==> src/rtl/alu_sched_pkg.sv <==
// Shared types for the round-robin ALU scheduler:
// ALU opcodes and scheduler FSM states.
package alu_sched_pkg;

    typedef enum logic [1:0] {
        OP_ADD  = 2'b00,
        OP_SUB  = 2'b01,
        OP_MUL  = 2'b10,
        OP_RSVD = 2'b11
    } op_e;

    typedef enum logic [1:0] {
        ST_IDLE = 2'b00,
        ST_EXEC = 2'b01,
        ST_RESP = 2'b10
    } state_e;

endpackage

==> src/rtl/alu_scheduler_alu.sv <==
// Signed saturating integer ALU: add, sub, mul with N/V/Z flags.
// Purely combinational; the scheduler registers its inputs and outputs.
module ALU_Integer
    import alu_sched_pkg::*;
#(
    parameter int DATA_WIDTH = 8
) (
    input  logic [DATA_WIDTH-1:0] i_a,
    input  logic [DATA_WIDTH-1:0] i_b,
    input  logic [1:0]            i_op,
    output logic [DATA_WIDTH-1:0] o_out,
    output logic                  o_n,
    output logic                  o_v,
    output logic                  o_z
);

    localparam int W = DATA_WIDTH;
    localparam logic signed [2*W-1:0] MAXV = {{(W+1){1'b0}}, {(W-1){1'b1}}};
    localparam logic signed [2*W-1:0] MINV = {{(W+1){1'b1}}, {(W-1){1'b0}}};

    logic signed [2*W-1:0] w_ax;
    logic signed [2*W-1:0] w_bx;
    logic signed [2*W-1:0] w_wide;

    // Double-width operands hold any exact sum, difference or product
    assign w_ax = {{W{i_a[W-1]}}, i_a};
    assign w_bx = {{W{i_b[W-1]}}, i_b};

    always_comb begin
        w_wide = '0;
        o_out  = '0;
        o_v    = 1'b0;
        case (op_e'(i_op))
            OP_ADD:  w_wide = w_ax + w_bx;
            OP_SUB:  w_wide = w_ax - w_bx;
            OP_MUL:  w_wide = w_ax * w_bx;
            default: w_wide = '0;
        endcase
        if (w_wide > MAXV) begin
            o_out = MAXV[W-1:0];
            o_v   = 1'b1;
        end else if (w_wide < MINV) begin
            o_out = MINV[W-1:0];
            o_v   = 1'b1;
        end else begin
            o_out = w_wide[W-1:0];
        end
        o_n = o_out[W-1];
        o_z = (o_out == '0);
    end

endmodule

==> src/rtl/alu_scheduler.sv <==
// Round-robin arbiter sharing one saturating ALU among NUM_REQ
// requesters, with one outstanding operation and a per-requester response.
module alu_scheduler
    import alu_sched_pkg::*;
#(
    parameter int DATA_WIDTH = 8,
    parameter int NUM_REQ    = 4
) (
    input  logic                          i_clk,
    input  logic                          i_rst,
    input  logic [NUM_REQ-1:0]            i_req_valid,
    output logic [NUM_REQ-1:0]            o_req_ready,
    input  logic [NUM_REQ*DATA_WIDTH-1:0] i_req_a,
    input  logic [NUM_REQ*DATA_WIDTH-1:0] i_req_b,
    input  logic [NUM_REQ*2-1:0]          i_req_op,
    output logic [NUM_REQ-1:0]            o_rsp_valid,
    input  logic [NUM_REQ-1:0]            i_rsp_ready,
    output logic [DATA_WIDTH-1:0]         o_rsp_data,
    output logic                          o_rsp_n,
    output logic                          o_rsp_v,
    output logic                          o_rsp_z,
    output logic                          o_rsp_err,
    output logic                          o_busy
);

    localparam int IW = $clog2(NUM_REQ);

    state_e                r_state;
    state_e                w_next;
    logic [IW-1:0]         r_rr_ptr;
    logic [IW-1:0]         r_gnt;
    logic [DATA_WIDTH-1:0] r_a;
    logic [DATA_WIDTH-1:0] r_b;
    op_e                   r_op;
    logic [DATA_WIDTH-1:0] r_data;
    logic                  r_n;
    logic                  r_v;
    logic                  r_z;
    logic                  r_err;

    logic [IW-1:0]         w_gnt;
    logic [IW:0]           w_idx;
    logic                  w_any;
    logic                  w_req_hs;
    logic [IW-1:0]         w_ptr_nxt;
    logic [DATA_WIDTH-1:0] w_alu_out;
    logic                  w_alu_n;
    logic                  w_alu_v;
    logic                  w_alu_z;

    // Walk downward so the requester closest to r_rr_ptr wins last
    always_comb begin
        w_gnt = r_rr_ptr;
        w_any = 1'b0;
        w_idx = '0;
        for (int k = NUM_REQ - 1; k >= 0; k--) begin
            w_idx = {1'b0, r_rr_ptr} + (IW+1)'(k);
            if (w_idx >= (IW+1)'(NUM_REQ)) begin
                w_idx = w_idx - (IW+1)'(NUM_REQ);
            end
            if (i_req_valid[w_idx[IW-1:0]]) begin
                w_gnt = w_idx[IW-1:0];
                w_any = 1'b1;
            end
        end
    end

    assign w_req_hs  = (r_state == ST_IDLE) && w_any && !i_rst;
    assign w_ptr_nxt = (w_gnt == IW'(NUM_REQ - 1)) ? '0 : w_gnt + IW'(1);

    assign o_req_ready = w_req_hs ? (NUM_REQ'(1) << w_gnt) : '0;
    assign o_rsp_valid = (r_state == ST_RESP) ? (NUM_REQ'(1) << r_gnt) : '0;
    assign o_rsp_data  = r_data;
    assign o_rsp_n     = r_n;
    assign o_rsp_v     = r_v;
    assign o_rsp_z     = r_z;
    assign o_rsp_err   = r_err;
    assign o_busy      = (r_state != ST_IDLE);

    ALU_Integer #(
        .DATA_WIDTH (DATA_WIDTH)
    ) u_alu (
        .i_a   (r_a),
        .i_b   (r_b),
        .i_op  (r_op),
        .o_out (w_alu_out),
        .o_n   (w_alu_n),
        .o_v   (w_alu_v),
        .o_z   (w_alu_z)
    );

    always_comb begin
        w_next = r_state;
        unique case (r_state)
            ST_IDLE: if (w_req_hs) w_next = ST_EXEC;
            ST_EXEC: w_next = ST_RESP;
            ST_RESP: if (i_rsp_ready[r_gnt]) w_next = ST_IDLE;
            default: w_next = ST_IDLE;
        endcase
    end

    always_ff @(posedge i_clk) begin
        if (i_rst) begin
            r_state  <= ST_IDLE;
            r_rr_ptr <= '0;
            r_gnt    <= '0;
            r_a      <= '0;
            r_b      <= '0;
            r_op     <= OP_ADD;
            r_data   <= '0;
            r_n      <= 1'b0;
            r_v      <= 1'b0;
            r_z      <= 1'b0;
            r_err    <= 1'b0;
        end else begin
            r_state <= w_next;
            if (w_req_hs) begin
                r_gnt    <= w_gnt;
                r_rr_ptr <= w_ptr_nxt;
                r_a      <= i_req_a[w_gnt*DATA_WIDTH +: DATA_WIDTH];
                r_b      <= i_req_b[w_gnt*DATA_WIDTH +: DATA_WIDTH];
                r_op     <= op_e'(i_req_op[w_gnt*2 +: 2]);
            end
            if (r_state == ST_EXEC) begin
                // Reserved opcode: flag an error and report all-zero result
                if (r_op == OP_RSVD) begin
                    r_data <= '0;
                    r_n    <= 1'b0;
                    r_v    <= 1'b0;
                    r_z    <= 1'b0;
                    r_err  <= 1'b1;
                end else begin
                    r_data <= w_alu_out;
                    r_n    <= w_alu_n;
                    r_v    <= w_alu_v;
                    r_z    <= w_alu_z;
                    r_err  <= 1'b0;
                end
            end
        end
    end

endmodule

==> config.mk <==
export PLATFORM = sky130hd
export DESIGN_NAME = alu_scheduler
export DESIGN_NICKNAME = d
export VERILOG_FILES = /design/src/rtl/alu_sched_pkg.sv /design/src/rtl/alu_scheduler_alu.sv /design/src/rtl/alu_scheduler.sv
export SDC_FILE = /design/constraint.sdc
export NUM_CORES = 1
export LEC_CHECK = 0
export CAP_MARGIN = 10
export CORE_ASPECT_RATIO = 2
export CORE_UTILIZATION = 50
export CTS_CLUSTER_SIZE = 20
export DETAILED_ROUTE_END_ITERATION = 8
export GPL_TIMING_DRIVEN = 0
export HOLD_SLACK_MARGIN = 0.02
export PLACE_DENSITY = 0.87
export RECOVER_POWER = 50
export SLEW_MARGIN = 20
export SYNTH_ARGS = -nofsm -noshare
export SYNTH_HDL_FRONTEND = slang
export SYNTH_HIERARCHICAL = 1
export SYNTH_SLANG_ARGS = --single-unit
==> constraint.sdc <==
create_clock -name i_clk -period 9.1 [get_ports i_clk]
set_input_delay 1.82 -clock i_clk [delete_from_list [all_inputs] [get_ports i_clk]]
set_output_delay 1.82 -clock i_clk [all_outputs]
set_load 0.01 [all_outputs]
==> impl_metrics.csv <==
group,metric,value,unit
detailed_routing,dr.pass1.iters,6,
detailed_routing,vias,5125,
cells_and_area,num_antenna_cells,0,
cells_and_area,seqCellArea,721,um^2
synthesis,synth_cell_types,66,
sta,slew_headroom,47.3,%
power,p_leak,3.10,nW
cells_and_area,final_cell_area,6950,um^2
global_route,grt_max_degree,13,
clock_tree,h-tree-depth,2,
clock_tree,clk_latency,0.29,ns
synthesis,ys_warn_count,6,
detailed_routing,routed_wl,15700,um
worst_setup_path,crit_family,"buffers and inverters",
cells_and_area,final_cell_count_no_fill,911,
clock_tree,cts_buffers,5,
sta,setup-tns-final,0,ns
clock_tree,cts.reportedPaths.clkPinSlew,0.05,ns
global_route,grtUsageTotal,28.3,%
cells_and_area,nFillCells,912,
clock_tree,cts_tree,"yes",
detailed_routing,wl_per_cell,17.2,um
floorplanning,io-pin-count,103,
synthesis,synth-edff-count,0,
global_route,antenna_found_initial,0,
place,numPlacedInstances,903,
synthesis,synth_fp_nets,851,
synthesis,seq_area_frac_synth,12.9,%
job,drv_cap,0,
cells_and_area,nets,959,
synthesis,syn_inst,662,
synthesis,avgSynthCellArea,8.44,um^2
worst_setup_path,endpoint_kind,"output pin",
global_route,grt-ovfl-total,0,
worst_setup_path,critPathKind,"input port to output pin",
worst_setup_path,startpoint_type,"input port",
floorplanning,coreArea,10900,um^2
worst_hold_path,hold_class,"flop to flop",
floorplanning,dieArea,11600,um^2
place,gp_congestion,0.877,
synthesis,synth_flop_cell,"dfxtp_1",
place,post_dp_cell_area,6770,um^2
place,detailed_place_hpwl,13200,um
floorplanning,start_util,51.4,%
worst_setup_path,worst-path-buf-inv,4,
detailed_routing,drc,0,
detailed_routing,viasPerCell,5.63,
sta,final_hold_viol_count,0,
worst_setup_path,crit_chain,"dlygate4sd3_1 -> and3b_1 -> a2111oi_4 -> nor2_1 -> clkinv_1 -> buf_4 -> ha_1 -> and2_1 -> clkdlybuf4s50_1",
place,io_buffers,101,
cells_and_area,multi_input_area,4350,um^2
sta,worstMarginPinSlew,0.790,ns
outcome,status,"finished clean",
floorplanning,die_x,76.8,um
worst_setup_path,reg2reg_setup_slack,2.96,ns
worst_setup_path,r2r-start,"r_a[7]",
worst_setup_path,crit_start,"i_req_valid[0]",
worst_setup_path,worst-path-max-fanout,11,
cells_and_area,drive_gt1_share,4.02,%
power,power_density,210,nW/um^2
detailed_routing,drt-initial-drc-count,279,
sta,timing.fmax,153,MHz
worst_setup_path,required,7.28,ns
worst_setup_path,regToRegEndpoint,"o_rsp_z",
synthesis,netlist_area,5590,um^2
clock_tree,post_cts_buffers,0,
worst_setup_path,reg2regPathDepth,17,
worst_setup_path,critPathArrivalTime,4.74,ns
sta,final-setup-viol-count,0,
clock_tree,cts_resized,0,
clock_tree,cts-hold-fix-buffers,0,
synthesis,ys_async_sr_fraction,0,%
clock_tree,cts-root-buf,"clkbuf_16",
floorplanning,die_y,152,um
worst_setup_path,endpoint,"o_req_ready[3]",
clock_tree,cts_max_path_buffers,2,
sta,period_minus_slack,6.56,ns
synthesis,ys_ff_latch,36,
global_route,grt_pass1_vias,5590,
cells_and_area,utilization,63.9,%
floorplanning,rows,54,
worst_setup_path,max_stage_delay,0.64,ns
detailed_routing,postRouteAntennaNets,0,
clock_tree,clock-sinks,36,
power,peakVddDrop,162,uV
worst_setup_path,path_depth,9,
sta,slew_violations,0,
sta,clock_skew,0.00570,ns
worst_setup_path,cp_slowest_cell,"dlygate4sd3_1",
global_route,grt_first_pass_wirelength,25700,um
sta,rsz0062_at_grt,"no",
sta,timing.final.crit_share,72.0,%
cells_and_area,area_growth_syn_to_layout,24.4,%
-- report_power, final --
group          internal (mW)  total [mW]  switching (mW)
logic                  0.429       0.989           0.560
clock network          0.144       0.211          0.0667
registers              0.196       0.261          0.0657
-- area by class of cell --
cell class	count	share of cell area, %
plain buffers	24	1.87
inverters	101	5.45
clock buffers	7	2.20
multi-input cells	501	62.6
well taps	140	2.52
flip-flops and latches	36	10.4
clock inverters	1	0.432
repair buffers	101	14.5
-- logic make-up after synthesis --
family,synth area share [%]
flops,12.9
buf+inv,9.22
xor+xnor,3.29
mux,4.72
fa+ha+maj,31.6
simple gates,17.7
compound gates,20.6
-- layout by cell type (no fill, tap or decap), drive strengths merged, types with 23 or more instances in the layout --
cell type	Yosys	routed
inv	100	99
and2	35	35
clkdlybuf4s50	0	82
o21a	23	23
nor2	51	51
clkbuf	15	26
o21ai	35	35
dfxtp	36	36
nand2	45	45
ha	50	50
fa	57	57
a21oi	25	25
mux2i	23	23
-- synthesized netlist by cell type (all sizes together), types with 6 or more instances --
| master | number | area (um^2) |
|---|---|---|
| fa | 57 | 1140 |
| o21a | 23 | 173 |
| xnor2 | 16 | 140 |
| o211ai | 22 | 165 |
| nor2 | 51 | 191 |
| nand2 | 45 | 169 |
| a21o | 6 | 45.0 |
| and2 | 35 | 219 |
| ha | 50 | 626 |
| nand2b | 8 | 50.1 |
| a21oi | 25 | 129 |
| o21ai | 35 | 175 |
| buf | 9 | 70.1 |
| inv | 100 | 375 |
| nor2b | 6 | 37.5 |
| clkbuf | 15 | 66.3 |
| a22oi | 15 | 113 |
| mux2i | 23 | 230 |
| nor3b | 21 | 158 |
| dfxtp | 36 | 721 |
-- tightest hold or removal path: cells and delay by family (launching register included) --
family        cells  cell delay, ns
flops             1            0.31
simple gates      2            0.16
-- state kept, by name, indices dropped and copies added (netlist names) --
name and flops:
o_rsp_v 1, r_rr_ptr 2, o_rsp_n 1, o_rsp_err 1
r_gnt 2, o_rsp_z 1, o_rsp_data 8, r_b 8
r_a 8, r_op 2, r_state 2
-- metrics by stage --
step	total power, mW	hold slack (ns)	setup slack (ns)
2_1_floorplan	0.960	0.458	3.93
3_3_place_gp	1.22	0.472	2.68
3_5_place_dp	1.25	0.506	2.60
4_1_cts	1.47	0.519	2.60
5_1_grt	1.58	0.552	2.41
6_report	1.46	0.507	2.54
-- worst min-delay path by stage --
stage,depth (start not counted),slack (ns),endpoint,from
2_1_floorplan,2,0.46,r_rr_ptr[0],r_rr_ptr[0]
3_3_place_gp,2,0.47,r_rr_ptr[0],r_rr_ptr[0]
3_5_place_dp,2,0.51,o_rsp_data[3],o_rsp_data[3]
4_1_cts,2,0.52,o_rsp_data[3],o_rsp_data[3]
5_1_grt,2,0.55,o_rsp_data[5],o_rsp_data[5]
6_report,2,0.51,o_rsp_err,o_rsp_err
-- layer usage --
metal  track usage, %  vias to the layer above  part of all wire (%)
met5                0                        -                     0
met1             25.4                     2449                    34
met4             18.2                        0                   5.7
li1                 -                     2449                     -
met2             58.2                      169                    58
met3             2.63                       58                   2.8
(Power assumes the default switching activity.)
